## src/rtl/gps_sample_packer_if.sv

```systemverilog
// Sample/word bus of the GPS sample packer: I/Q strobe in, buffered 16-bit words and overflow status out.
interface gps_sample_packer_if;
  logic        GO_NEWDATA;
  logic        GPS_I0;
  logic        GPS_I1;
  logic        GPS_Q0;
  logic        GPS_Q1;
  logic [15:0] WORD_DATA;
  logic        WORD_VALID;
  logic        WORD_READY;
  logic        OVERFLOW;
  logic [7:0]  DROP_COUNT;

  // Packer side
  modport slave (
    input  GO_NEWDATA, GPS_I0, GPS_I1, GPS_Q0, GPS_Q1, WORD_READY,
    output WORD_DATA, WORD_VALID, OVERFLOW, DROP_COUNT
  );

  // Front-end / SPI consumer side
  modport master (
    output GO_NEWDATA, GPS_I0, GPS_I1, GPS_Q0, GPS_Q1, WORD_READY,
    input  WORD_DATA, WORD_VALID, OVERFLOW, DROP_COUNT
  );
endinterface

```

## src/rtl/gps_sample_packer.sv

```systemverilog
// Packs four 2-bit I/Q nibbles per 16-bit word (first sample in the MSBs) into a small
// never-stalling FIFO; words that find the FIFO full are dropped and counted.
module gps_sample_packer #(
  parameter int unsigned FIFO_AW = 2
) (
  input  logic                MCU_CLK_25_000,
  input  logic                RST,
  gps_sample_packer_if.slave  bus
);

  localparam int unsigned DEPTH = 1 << FIFO_AW;
  localparam logic [FIFO_AW:0] PTR_INC = 1;

  typedef enum logic {FILL, COMMIT} state_e;

  state_e             state_q, state_d;
  logic [1:0]         slot_q, slot_d;
  logic [15:0]        word_q, word_d;
  logic [FIFO_AW:0]   wptr_q, wptr_d, rptr_q, rptr_d;
  logic               ovf_q, ovf_d;
  logic [7:0]         drop_q, drop_d;
  logic [15:0]        mem_q [DEPTH];

  logic [3:0] nibble;
  logic       empty, full, pop, wr_en, drop;

  assign nibble = {bus.GPS_I1, bus.GPS_I0, bus.GPS_Q1, bus.GPS_Q0};
  assign empty  = (wptr_q == rptr_q);
  assign full   = (wptr_q[FIFO_AW] != rptr_q[FIFO_AW]) &&
                  (wptr_q[FIFO_AW-1:0] == rptr_q[FIFO_AW-1:0]);
  assign pop    = !empty && bus.WORD_READY;

  // A pop in the commit cycle frees the slot, so a full FIFO only drops without one.
  assign wr_en  = (state_q == COMMIT) && (!full || pop);
  assign drop   = (state_q == COMMIT) && full && !pop;

  always_comb begin
    state_d = FILL;
    slot_d  = slot_q;
    word_d  = word_q;
    wptr_d  = wptr_q;
    rptr_d  = rptr_q;
    ovf_d   = ovf_q;
    drop_d  = drop_q;

    if (bus.GO_NEWDATA) begin
      unique case (slot_q)
        2'd0: word_d[15:12] = nibble;
        2'd1: word_d[11:8]  = nibble;
        2'd2: word_d[7:4]   = nibble;
        2'd3: word_d[3:0]   = nibble;
      endcase
      slot_d = slot_q + 2'd1;
      if (slot_q == 2'd3) state_d = COMMIT;
    end

    if (wr_en) wptr_d = wptr_q + PTR_INC;
    if (pop)   rptr_d = rptr_q + PTR_INC;
    if (drop) begin
      ovf_d = 1'b1;
      if (drop_q != 8'hFF) drop_d = drop_q + 8'd1;
    end
  end

  always_ff @(posedge MCU_CLK_25_000 or posedge RST) begin
    if (RST) begin
      state_q <= FILL;
      slot_q  <= '0;
      word_q  <= '0;
      wptr_q  <= '0;
      rptr_q  <= '0;
      ovf_q   <= 1'b0;
      drop_q  <= '0;
    end else begin
      state_q <= state_d;
      slot_q  <= slot_d;
      word_q  <= word_d;
      wptr_q  <= wptr_d;
      rptr_q  <= rptr_d;
      ovf_q   <= ovf_d;
      drop_q  <= drop_d;
    end
  end

  // Storage needs no reset: the cleared pointers mark every entry empty.
  always_ff @(posedge MCU_CLK_25_000) begin
    if (wr_en) mem_q[wptr_q[FIFO_AW-1:0]] <= word_q;
  end

  assign bus.WORD_VALID = !empty;
  assign bus.WORD_DATA  = empty ? '0 : mem_q[rptr_q[FIFO_AW-1:0]];
  assign bus.OVERFLOW   = ovf_q;
  assign bus.DROP_COUNT = drop_q;

endmodule

```

## src/flat_wrapper.sv

```systemverilog
// flat-port wrapper written by rule: the top's interface ports become plain ports
module gps_sample_packer_flat 
#(
  parameter int unsigned FIFO_AW = 2
)
  (MCU_CLK_25_000, RST, bus_GO_NEWDATA, bus_GPS_I0, bus_GPS_I1, bus_GPS_Q0, bus_GPS_Q1, bus_WORD_READY, bus_WORD_DATA, bus_WORD_VALID, bus_OVERFLOW, bus_DROP_COUNT);
  gps_sample_packer_if bus_i ();
  input  logic MCU_CLK_25_000;
  input  logic RST;
  input wire logic [$bits(bus_i.GO_NEWDATA)-1:0] bus_GO_NEWDATA;
  input wire logic [$bits(bus_i.GPS_I0)-1:0] bus_GPS_I0;
  input wire logic [$bits(bus_i.GPS_I1)-1:0] bus_GPS_I1;
  input wire logic [$bits(bus_i.GPS_Q0)-1:0] bus_GPS_Q0;
  input wire logic [$bits(bus_i.GPS_Q1)-1:0] bus_GPS_Q1;
  input wire logic [$bits(bus_i.WORD_READY)-1:0] bus_WORD_READY;
  output wire logic [$bits(bus_i.WORD_DATA)-1:0] bus_WORD_DATA;
  output wire logic [$bits(bus_i.WORD_VALID)-1:0] bus_WORD_VALID;
  output wire logic [$bits(bus_i.OVERFLOW)-1:0] bus_OVERFLOW;
  output wire logic [$bits(bus_i.DROP_COUNT)-1:0] bus_DROP_COUNT;
  assign bus_i.GO_NEWDATA = bus_GO_NEWDATA;
  assign bus_i.GPS_I0 = bus_GPS_I0;
  assign bus_i.GPS_I1 = bus_GPS_I1;
  assign bus_i.GPS_Q0 = bus_GPS_Q0;
  assign bus_i.GPS_Q1 = bus_GPS_Q1;
  assign bus_i.WORD_READY = bus_WORD_READY;
  assign bus_WORD_DATA = bus_i.WORD_DATA;
  assign bus_WORD_VALID = bus_i.WORD_VALID;
  assign bus_OVERFLOW = bus_i.OVERFLOW;
  assign bus_DROP_COUNT = bus_i.DROP_COUNT;
  gps_sample_packer #(.FIFO_AW(FIFO_AW)) u_core (.MCU_CLK_25_000(MCU_CLK_25_000), .RST(RST), .bus(bus_i));
endmodule
```

## config.mk

```make
export PLATFORM = sky130hd
export DESIGN_NAME = gps_sample_packer_flat
export DESIGN_NICKNAME = d
export VERILOG_FILES = /design/src/rtl/gps_sample_packer_if.sv /design/src/rtl/gps_sample_packer.sv /design/src/flat_wrapper.sv
export SDC_FILE = /design/constraint.sdc
export NUM_CORES = 1
export LEC_CHECK = 0
export ABC_AREA = 1
export CAP_MARGIN = 10
export CORE_UTILIZATION = 55
export CTS_CLUSTER_DIAMETER = 100
export DETAILED_ROUTE_END_ITERATION = 10
export PLACE_DENSITY = 0.76
export SLEW_MARGIN = 20
export SYNTH_ARGS = -nofsm -noshare
export SYNTH_HDL_FRONTEND = slang
export SYNTH_SLANG_ARGS = --single-unit
```

## constraint.sdc

```tcl
create_clock -name MCU_CLK_25_000 -period 4.7 [get_ports MCU_CLK_25_000]
set_input_delay 0.94 -clock MCU_CLK_25_000 [delete_from_list [all_inputs] [get_ports MCU_CLK_25_000]]
set_output_delay 0.94 -clock MCU_CLK_25_000 [all_outputs]
set_load 0.1 [all_outputs]
```

Yosys cells after proc, flatten, opt, wreduce, memory -nomap -nowiden
Memories as Yosys holds them, arrays and structs flattened.
Index checks and enable logic that the tools add are counted.
{"block": "classes", "muxes": 5, "n_reduce_logical": 15, "n_eq_ne": 7, "add_sub_neg": 4}
{"op": "$mux W16", "n": 1}
{"op": "$reduce_and A2 Y1", "n": 5}
{"op": "$add A8 B1 Y8 const B", "n": 1}
{"op": "$ne A8 B8 Y1 const B", "n": 1}
{"op": "$add A3 B1 Y3 const B", "n": 2}
{"op": "$logic_and A1 B1 Y1", "n": 5}
{"op": "$eq A2 B2 Y1 const B", "n": 2}
{"op": "$mux W1", "n": 4}
{"op": "$eq A3 B3 Y1", "n": 1}
{"op": "$logic_not A1 Y1", "n": 3}
{"op": "$add A2 B1 Y2 const B", "n": 1}
{"op": "$eq A2 B1 Y1 const B", "n": 1}
{"op": "$eq A2 B2 Y1", "n": 1}
{"op": "$logic_not A2 Y1", "n": 1}
{"op": "$logic_or A1 B1 Y1", "n": 1}
{"op": "$ne A1 B1 Y1", "n": 1}
{"block": "word_totals", "memories": 1, "in_bits": 8, "out_inout_bits": 26, "wordCells": 42, "reg_bits": 34, "mem_bits_rw": 64}
{"name": "u_core.mem_q", "words": 4, "width": 16, "read_ports": 1, "rd_clocked_by_memory_dff": 0, "write_ports": 1, "line_no": "gps_sample_packer.sv:22", "text": "logic [15:0] mem_q [DEPTH];"}

Depth between registers and ports, before layout
{"block": "logic_depth", "word_depth": 7, "depth_mapped": 10, "mapped_depth_nobuf": 8}

Worst setup path before layout
Ideal clock, no wire load.
{"block": "synth_path", "kind": "reg-to-output", "start": "register u_core.rptr_q[0]", "end": "output port bus_WORD_DATA[10]", "n_path_buf": 2, "slack_ns": 1.910, "required_ns": 3.760, "path_stages_with_launch": 9, "t_arrival_ns": 1.850, "cell_sequence": "dfrtp_1 -> buf_2 -> inv_4 -> nand2_1 -> nand2_1 -> nand3_2 -> buf_4 -> nand2_1 -> inv_1"}
{"block": "synth_between", "elab_chain_len": 2, "elab_cells_between_ends": 3, "classes_between": "eq/ne (1); mux (1); memory (1)"}
{"item": "start, declared", "line_no": "gps_sample_packer.sv:19", "text": "logic [FIFO_AW:0] wptr_q, wptr_d, rptr_q, rptr_d;"}
{"item": "start signal, assigned", "line_no": "gps_sample_packer.sv:79", "text": "rptr_q <= rptr_d;"}
{"item": "$mem_v2 Z4 W16 / $eq A3 B3 Y1 (equally long branches)"}
{"item": "$mux W16 (*)", "line_no": "gps_sample_packer.sv:91", "text": "assign bus.WORD_DATA = empty ? '0 : mem_q[rptr_q[FIFO_AW-1:0]];"}
{"item": "end, declared", "line_no": "flat_wrapper.sv:16", "text": "output wire logic [$bits(bus_i.WORD_DATA)-1:0] bus_WORD_DATA;"}
Mark *: on every way between the ends. The rest lies on a longest branch, timed or not.

Worst setup path in the final report
{"block": "layout_path", "start": "register u_core.rptr_q[1]", "end": "output port bus_WORD_DATA[3]"}
The elaborated chain is that of the path after synthesis.

==> flow_summary.yaml <==
route:
  via_per_inst: 5.26
  wl_per_cell_microns: 14.6
  antenna_left: 0
  vias: 2763
  drc: 0
  first_iter_violations: 193
  dr.pass1.iters: 4
  routed_wl_microns: 7680
logic_synthesis:
  synth_area_sq_um: 4170
  synth_cell_type_count: 29
  avgSynthCellArea_sq_um: 10.8
  seq_area_frac_synth_pct: 66.5
  yosys_warnings: 0
  ys_ff_latch: 98
  netlist_instances: 388
  synth_fp_nets: 406
timing:
  finalSetupViolations: 0
  fin_crit_sh_pct: 71.2
  tns_ns: 0
  worstMarginPinSlew_ns: 0.984
  max_clock_freq_mhz: 299
  period_needed_ns: 3.34
  final_max_slew_viol_count: 0
  grt_setup_unrepaired: "false"
  timing.slew.headroom_pct: 34.2
  clock_skew_ns: 0.00786
  hold_viol_final: 0
placement:
  place_area_sq_um: 4550
  io_buffers: 33
  place_hpwl_microns: 4870
  place.gp.congestion: 0.842
critical_path:
  worstSetupPathType: "reg2out"
  slowest_delay_ns: 0.73
  end_kind: "primary output"
  crit_chain: "inv_2 > nand2_1 > nand2_2 > nand3_2 > nand2_1 > inv_1 > buf_4"
  start_kind: "register"
  cp_common_cell: "nand2_1"
  slowest_stage: "dfrtp_1"
  crit_arrival_ns: 2.40
  cp_max_fo: 19
  cp.required_ns: 3.76
floorplan:
  ios: 34
  dieWidth_microns: 89.1
  dieArea_sq_um: 7940
  initial_core_util_pct: 57.2
  die_h_microns: 89.1
  rows: 31
  core-area_sq_um: 7290
clocking:
  tritoncts.num_buffers: 9
  clkTransAtPathRegs_ns: 0.09
  cts_tree: "built"
  clk_latency_ns: 0.35
  clock-sinks: 98
  cts-root-buf: "clkbuf_8"
  cts_setup_buffers: 0
  cts_buffer_depth: 2
  post_cts_resized: 0
  cts-hold-fix-buffers: 0
  cts_max_level: 3
status:
  outcome: "finished clean"
cells_and_area:
  fin_area_sq_um: 4740
  fillers: 576
  area_delta_synth_final_pct: 13.6
  drive_gt1_share_pct: 11.3
  final_nets: 439
  antenna_cells: 0
worst_hold_path:
  hold_path.class: "reg2reg"
global_route:
  grt_overflow_total: 0
  grt_usage_pct: 21.2
  grt_max_degree: 35
  antenna_found_initial: 0
  grt_pass1_wl_microns: 12100
  grt_pass1_vias: 2568
flow_run:
  cap_viol_max_count: 0
## state kept, by name, summed over array words and instances (netlist names)
register,flops
u_core.mem_q,64
u_core.bus.DROP_COUNT,8
u_core.rptr_q,3
u_core.word_q,16
u_core.bus.OVERFLOW,1
u_core.state_q,1
u_core.slot_q,2
u_core.wptr_q,3
## metal layers
| metal | share of wire (%) | GRT usage (%) | up-vias |
|---|---|---|---|
| met5 | 0 | 0 | - |
| met3 | 5.8 | 3.51 | 9 |
| met2 | 47 | 34.6 | 85 |
| li1 | - | - | 1375 |
| met1 | 45 | 27.6 | 1294 |
| met4 | 1.6 | 11.4 | 0 |
## path summary, 6_finish.rpt
kind | start | to | slack [ns] | cells after the start
max in group asynchronous | RST | u_core.wptr_q[2] | 3.03 | 3
setup / recovery | u_core.rptr_q[1] | bus_WORD_DATA[3] | 1.36 | 7
min in group asynchronous | RST | u_core.bus.DROP_COUNT[1] | 0.97 | 2
hold reg to reg | u_core.bus.OVERFLOW | u_core.bus.OVERFLOW | 0.47 | 1
hold / removal | u_core.bus.OVERFLOW | u_core.bus.OVERFLOW | 0.47 | 1
setup reg to reg | u_core.rptr_q[1] | u_core.mem_q[3][13] | 2.08 | 6
## cells in the mapped netlist, drive strengths merged
master  count  area [sq um]
inv        42           160
nand3b      1          7.51
nand2      89           342
o21ai      55           279
dfrtp      34           851
o21a        1          7.51
buf         5          32.5
ha         10           125
xor2        3          26.3
nand3       6          40.0
xnor2       2          17.5
o22ai      16           100
a21o        1          8.76
nand4       8          50.1
nor3        1          5.00
edfxtp     64          1920
nor2       42           168
clkbuf      8          30.0
## stage by stage
stage	setup slack [ns]	std cells	hold WS, ns	utilization, %
final	1.36	525	0.472	65.0
after global routing	1.21	525	0.497	65.0
after CTS	1.38	525	0.471	65.0
after detailed placement	1.73	509	0.449	62.3
after global placement	1.76	509	0.448	62.3
after floorplan	1.91	388	0.476	-
## area by class of cell
type	instances	area (sq um)	share of cell area, %
inverters	42	160	3.38
multi-input cells	235	1190	25.0
clock buffers	10	128	2.69
repair buffers	35	303	6.39
well taps	99	124	2.61
flip-flops and latches	98	2770	58.5
clock inverters	6	63.8	1.35
## logic make-up after synthesis
group / after synthesis / share of synthesized area (%)
and+or+nand+nor: 147 / 14.7
DFF: 98 / 66.5
AOI/OAI and AO/OA: 73 / 9.48
buffers and inverters: 55 / 5.34
adders and majority gates: 10 / 3.00
xor gates and xnor gates: 5 / 1.05
## layout by cell type (no fill, tap or decap), types with 2 or more instances in the layout
| cell | count |
|---|---|
| nand4_1 | 8 |
| ha_1 | 10 |
| nor2_2 | 5 |
| nor2_1 | 36 |
| nand3_2 | 2 |
| clkdlybuf4s50_1 | 16 |
| clkbuf_8 | 9 |
| xor2_1 | 3 |
| edfxtp_1 | 64 |
| nand2_1 | 86 |
| o22ai_1 | 16 |
| inv_1 | 40 |
| o21ai_1 | 5 |
| xnor2_1 | 2 |
| buf_4 | 19 |
| o21ai_0 | 49 |
| inv_6 | 2 |
| nand3_1 | 4 |
| dfrtp_1 | 34 |
| nand2_2 | 3 |
## worst max-delay path: cells and delay by family (launching register included)
| kind | cells | cell delay, ns |
|---|---|---|
| buffers and inverters | 3 | 0.64 |
| flip-flops | 1 | 0.73 |
| AND/OR/NAND/NOR | 4 | 0.68 |
Power is left out: the tool's default activity adds up to more than one toggle a clock period on the data nets, which glitch-free logic cannot reach.
==> RTL change 1, RTL diff (config.mk and constraints unchanged) <==
`FIFO_AW` is set to 2 in 2 places; all go to 1.
--- a/src/rtl/gps_sample_packer.sv
+++ b/src/rtl/gps_sample_packer.sv
@@ -1,7 +1,7 @@
 // Packs four 2-bit I/Q nibbles per 16-bit word (first sample in the MSBs) into a small
 // never-stalling FIFO; words that find the FIFO full are dropped and counted.
 module gps_sample_packer #(
-  parameter int unsigned FIFO_AW = 2
+  parameter int unsigned FIFO_AW = 1
 ) (
   input  logic                MCU_CLK_25_000,
   input  logic                RST,
--- a/src/flat_wrapper.sv
+++ b/src/flat_wrapper.sv
@@ -1,7 +1,7 @@
 // flat-port wrapper written by rule: the top's interface ports become plain ports
 module gps_sample_packer_flat 
 #(
-  parameter int unsigned FIFO_AW = 2
+  parameter int unsigned FIFO_AW = 1
 )
   (MCU_CLK_25_000, RST, bus_GO_NEWDATA, bus_GPS_I0, bus_GPS_I1, bus_GPS_Q0, bus_GPS_Q1, bus_WORD_READY, bus_WORD_DATA, bus_WORD_VALID, bus_OVERFLOW, bus_DROP_COUNT);
   gps_sample_packer_if bus_i ();
Function: same outputs for any inputs over 10 cycles, from zero or initial values and one cycle with RST high; that may be too few to reach the edited logic, so the function may still have changed.
==> RTL change 1 against the unedited design <==
Setup slack lost 0.53 ns. Routed wire length down 35%. Design area is 29% lower. Hold slack improved by 0.0021 ns. Synthesized area fell by 33%. Sequential cell count down 34. Maximum frequency is 14% lower. Register-to-register slack better by 0.13 ns.
Power is not shown: default switching activity piles up to over one toggle a cycle in this logic, so the estimate is an artifact.
==> RTL change 1: results (changes against the unedited design) <==
* Synth cell count leaders: nand2_1, dfrtp_1, edfxtp_1 (was nand2_1, edfxtp_1, o21ai_0)
* CP delay by family, top: buffers and inverters (was flip-flops)
* Via count at 1,921 (was 2,763)
* Yosys cell types at 27 (was 29)
* Dpl cell area at 0.00315 mm² (was 0.00455 mm²)
* Antenna violations before repair at 0 (unchanged)
* PortBufs at 33 (unchanged)
* Worst path max stage delay at 1.13 ns (was 0.73 ns)
* Relative slew slack at 35.2% (was 34.2%)
* Async SR Flop Fraction at 50.0% (was 34.7%)
* CP max-delay cell: clkdlybuf4s50_1 (was dfrtp_1)
* Detail Placement HPWL at 3380 µm (was 4870 µm)
* Initial drt markers at 158 (was 193)
* Syn_nets at 289 (was 406)
* Ant diodes at 0 (unchanged)
* Arr. time, crit path at 2.93 ns (was 2.40 ns)
* Dpl ws at 1.18 ns (was 1.73 ns)
* Final #Nets at 329 (was 439)
* R2R depth at 6 (unchanged)
* Vias in the first global route at 1,810 (was 2,568)
* Post-synth EDFFs at 32 (was 64)
* Gate Count Post-Synth at 276 (was 388)
* Synth top area cells: edfxtp_1, dfrtp_1, nand2_1, o21ai_0, a21oi_2 (was edfxtp_1, dfrtp_1, nand2_1, o21ai_0, inv_1)
* Fin Clk Skew at 0.00682 ns (was 0.00786 ns)
* Status: finished, final reports clean (unchanged)
* DRT Pass-1 Iters at 5 (was 4)
* Layout cells sized above 1 at 18.7% (was 11.3%)
* Global-route wire length before repair at 8230 µm (was 12,100 µm)
* Sequential area share after synthesis at 62.8% (was 66.5%)
* CTS clk-pin slew, worst paths at 0.07 ns (was 0.09 ns)
* Largest net degree at the start of global routing at 23 (was 35)
* GP Congestion at 0.767 (was 0.842)
* Total track usage at 21.4% (was 21.2%)
## RTL change 1: final timing paths
path	startpoint	endpoint	slack, ns
setup / recovery	u_core.rptr_q[0]$_DFFE_PP0N_	bus_WORD_VALID	0.83
hold / removal	u_core.bus.OVERFLOW$_DFFE_PP0P_	u_core.bus.OVERFLOW$_DFFE_PP0P_	0.47
setup reg to reg	u_core.rptr_q[0]$_DFFE_PP0N_	u_core.mem_q[1][13]$_DFFE_PP_	2.21
hold reg to reg	u_core.bus.OVERFLOW$_DFFE_PP0P_	u_core.bus.OVERFLOW$_DFFE_PP0P_	0.47
max in group asynchronous	RST	u_core.word_q[3]$_DFFE_PP0P_	2.97
min in group asynchronous	RST	u_core.slot_q[0]$_DFFE_PP0P_	1.06
## RTL change 1: cell families after synthesis
kind of cell / after synthesis / share of synthesized area, %
adders and majority gates: 5 / 2.23
AOI/OAI and AO/OA: 37 / 7.94
DFF: 64 / 62.8
xor gates and xnor gates: 4 / 1.25
buffers and inverters: 31 / 5.00
and+or+nand+nor: 135 / 20.7
## RTL change 1: layer usage
metal  routed length (µm)  up-vias  global-route usage, %
li1                     -      972                      -
met1                 2170      899                   27.0
met2                 2420       42                   34.2
met3                  267        8                   3.70
met4                   97        0                   14.5
met5                    0        -                      0
## RTL change 1: cell type report
class                           instances  area, µm²
Fill cell                             363       1470
Timing Repair Buffer                   34        298
Sequential cell                        64       1760
Multi-Input combinational cell        181        902
Clock buffer                           14        194
Inverter                               26        100
Tap cell                               67       83.8
Clock inverter                          2       10.0
==> RTL change 2, RTL diff (same settings) <==
Without the edit above. `word_q` no longer has a reset.
--- a/src/rtl/gps_sample_packer.sv
+++ b/src/rtl/gps_sample_packer.sv
@@ -66,7 +66,6 @@
     if (RST) begin
       state_q <= FILL;
       slot_q  <= '0;
-      word_q  <= '0;
       wptr_q  <= '0;
       rptr_q  <= '0;
       ovf_q   <= 1'b0;
@@ -74,12 +73,15 @@
     end else begin
       state_q <= state_d;
       slot_q  <= slot_d;
-      word_q  <= word_d;
       wptr_q  <= wptr_d;
       rptr_q  <= rptr_d;
       ovf_q   <= ovf_d;
       drop_q  <= drop_d;
     end
+  end
+
+  always_ff @(posedge MCU_CLK_25_000) begin
+    word_q <= word_d;
   end
 
   // Storage needs no reset: the cleared pointers mark every entry empty.
Behaviour: same outputs for any inputs over 10 cycles, from zero or initial values and one cycle with RST high; that may be too few to reach the edited logic, so the function may still have changed.
==> RTL change 2 against the unedited design <==
Clock skew up 0.0049 ns. Count of clock-buffer cells in the layout unchanged. Synthesized area up 2.1%. Non-clock buffer count up 3. Final cell count down 5.1%. Setup slack worse by 0.0076 ns. Design area up 0.92%. Sequential cell count unchanged. Register-to-register slack worse by 0.13 ns. Routed wire length down 1.7%. First-iteration DRC count up 21%. Critical endpoint is now bus_WORD_DATA[7].
Power is not shown: default switching activity piles up to over one toggle a cycle in this logic, so the estimate is an artifact.
==> RTL change 2: results (changes against the unedited design) <==
* Count of maximum capacitance violations at 0 (unchanged)
* Async SR Flop Fraction at 18.4% (was 34.7%)
* Setup Buffers After CTS at 0 (unchanged)
* Global-route wire length before repair at 12,700 µm (was 12,100 µm)
* Largest net degree at the start of global routing at 35 (unchanged)
* Post-synth EDFFs at 80 (was 64)
* Status: finished, final reports clean (unchanged)
* CTS clk-pin slew, worst paths at 0.09 ns (about the same)
* Yosys cell types at 28 (was 29)
* CTS H-tree depth at 3 (unchanged)
* Sequential area share after synthesis at 67.0% (was 66.5%)
* Initial drt markers at 234 (was 193)
* Ant diodes at 0 (unchanged)
* Classification of the worst-slack hold path: register to register (unchanged)
* Worst-Skew Late Latency at 0.35 ns (about the same)
* Final #Nets at 413 (was 439)
* Antenna violations before repair at 0 (unchanged)
* PortBufs at 33 (unchanged)
* Wire length per cell at 15.2 µm (was 14.6 µm)
* FILL cells at 596 (was 576)
* Number of flip-flops in the largest register at 64 (unchanged)
* Vias in the first global route at 2,503 (was 2,568)
* Root buf cell: clkbuf_8 (unchanged)
* CP max-delay cell: dfrtp_1 (unchanged)
* Synth warnings at 0 (unchanged)
* Total track usage at 20.4% (was 21.2%)
* PostCTS Resize Cnt at 0 (unchanged)
* Fin Clk Skew at 0.0128 ns (was 0.00786 ns)
* Synth cell count leaders: edfxtp_1, nand2_1, nor2_1 (was nand2_1, edfxtp_1, o21ai_0)
* Layout cells sized above 1 at 14.5% (was 11.3%)
* Detail Placement HPWL at 5120 µm (was 4870 µm)
* Synth top area cells: edfxtp_1, dfrtp_1, nand2_1, o21ai_0, nor2_1 (was edfxtp_1, dfrtp_1, nand2_1, o21ai_0, inv_1)
* GP Congestion at 0.805 (was 0.842)
* Worst path max stage delay at 0.76 ns (was 0.73 ns)
* Worst-path fanout max at 20 (was 19)
* DRT Pass-1 Iters at 4 (unchanged)
* Arr. time, crit path at around 2.4 ns
* TritonCTS Buffers at 9 (unchanged)
* Syn_nets at 377 (was 406)
* Tightest Pin Transition at 0.966 ns (was 0.984 ns)
* Via count at 2,610 (was 2,763)
* Longest Clk Path Bufs at 2 (unchanged)
-- RTL change 2: cell types whose count changed after synthesis, moves of 4 or more --
cell | unedited run | this run
nand2_1 | 86 | 65
buf_2 | 2 | 6
edfxtp_1 | 64 | 80
dfrtp_1 | 34 | 18
nand4_1 | 8 | 0
o21ai_0 | 49 | 33
o21ai_1 | 5 | 0
clkbuf_1 | 8 | 1
nand2_4 | 0 | 4
nand3_1 | 4 | 13
-- RTL change 2: cell families (layout without fill, tap and decap cells) --
| logic type | after synthesis | in the layout | share of synthesized area [%] |
|---|---|---|---|
| buf+inv | 55 | 95 | 5.99 |
| xor+xnor | 6 | 6 | 1.23 |
| fa+ha+maj | 10 | 10 | 2.94 |
| simple gates | 140 | 140 | 16.4 |
| flops | 98 | 98 | 67.0 |
| compound gates | 50 | 50 | 6.43 |
-- RTL change 2: path summary, 6_finish.rpt --
| check | from | to | slack, ns | cells after the start |
|---|---|---|---|---|
| max | u_core.rptr_q[0]$_DFFE_PP0P_ | bus_WORD_DATA[7] | 1.35 | 7 |
| min | u_core.word_q[1]$_DFFE_PP_ | u_core.mem_q[3][1]$_DFFE_PP_ | 0.51 | 0 |
| max reg2reg | u_core.rptr_q[0]$_DFFE_PP0P_ | u_core.mem_q[3][12]$_DFFE_PP_ | 1.95 | 7 |
| min reg2reg | u_core.word_q[1]$_DFFE_PP_ | u_core.mem_q[3][1]$_DFFE_PP_ | 0.51 | 0 |
| max in group asynchronous | RST | u_core.wptr_q[1]$_DFFE_PP0P_ | 3.29 | 2 |
| min in group asynchronous | RST | u_core.wptr_q[0]$_DFFE_PP0P_ | 0.98 | 2 |
-- RTL change 2: per-layer routing --
metal  vias up  global-route usage [%]  part of all wire, %
met3         9                    4.65                  6.3
met2        76                    32.4                   49
met4         0                    7.80                  1.3
li1       1283                       -                    -
met5         -                       0                    0
met1      1242                    27.6                   43
-- RTL change 2: per-stage QoR --
stage	instances	cell area [µm²]	utilization, %	worst slack, ns	hold WS (ns)
after floorplan	359	4260	-	1.98	0.459
after global placement	483	4620	62.7	1.63	0.449
after detailed placement	483	4620	62.7	1.55	0.481
after CTS	498	4780	64.9	1.33	0.500
after global routing	498	4780	64.9	1.16	0.524
final	498	4780	64.9	1.35	0.506
-- RTL change 2: cell type report --
cell class	instances	area, µm²	area share (%)
inverter	42	170	3.56
clock buffer	10	128	2.67
sequential	98	2850	59.7
timing repair buffer	38	325	6.80
multi-input combinational	206	1150	24.1
clock inverter	5	30.0	0.628
tap	99	124	2.59
-- RTL change 2: critical path: cells and delay by family, from the launching register on --
kind	cells	cell delay, ns
and+or+nand+nor	4	0.67
buffers and inverters	3	0.62
DFF	1	0.76
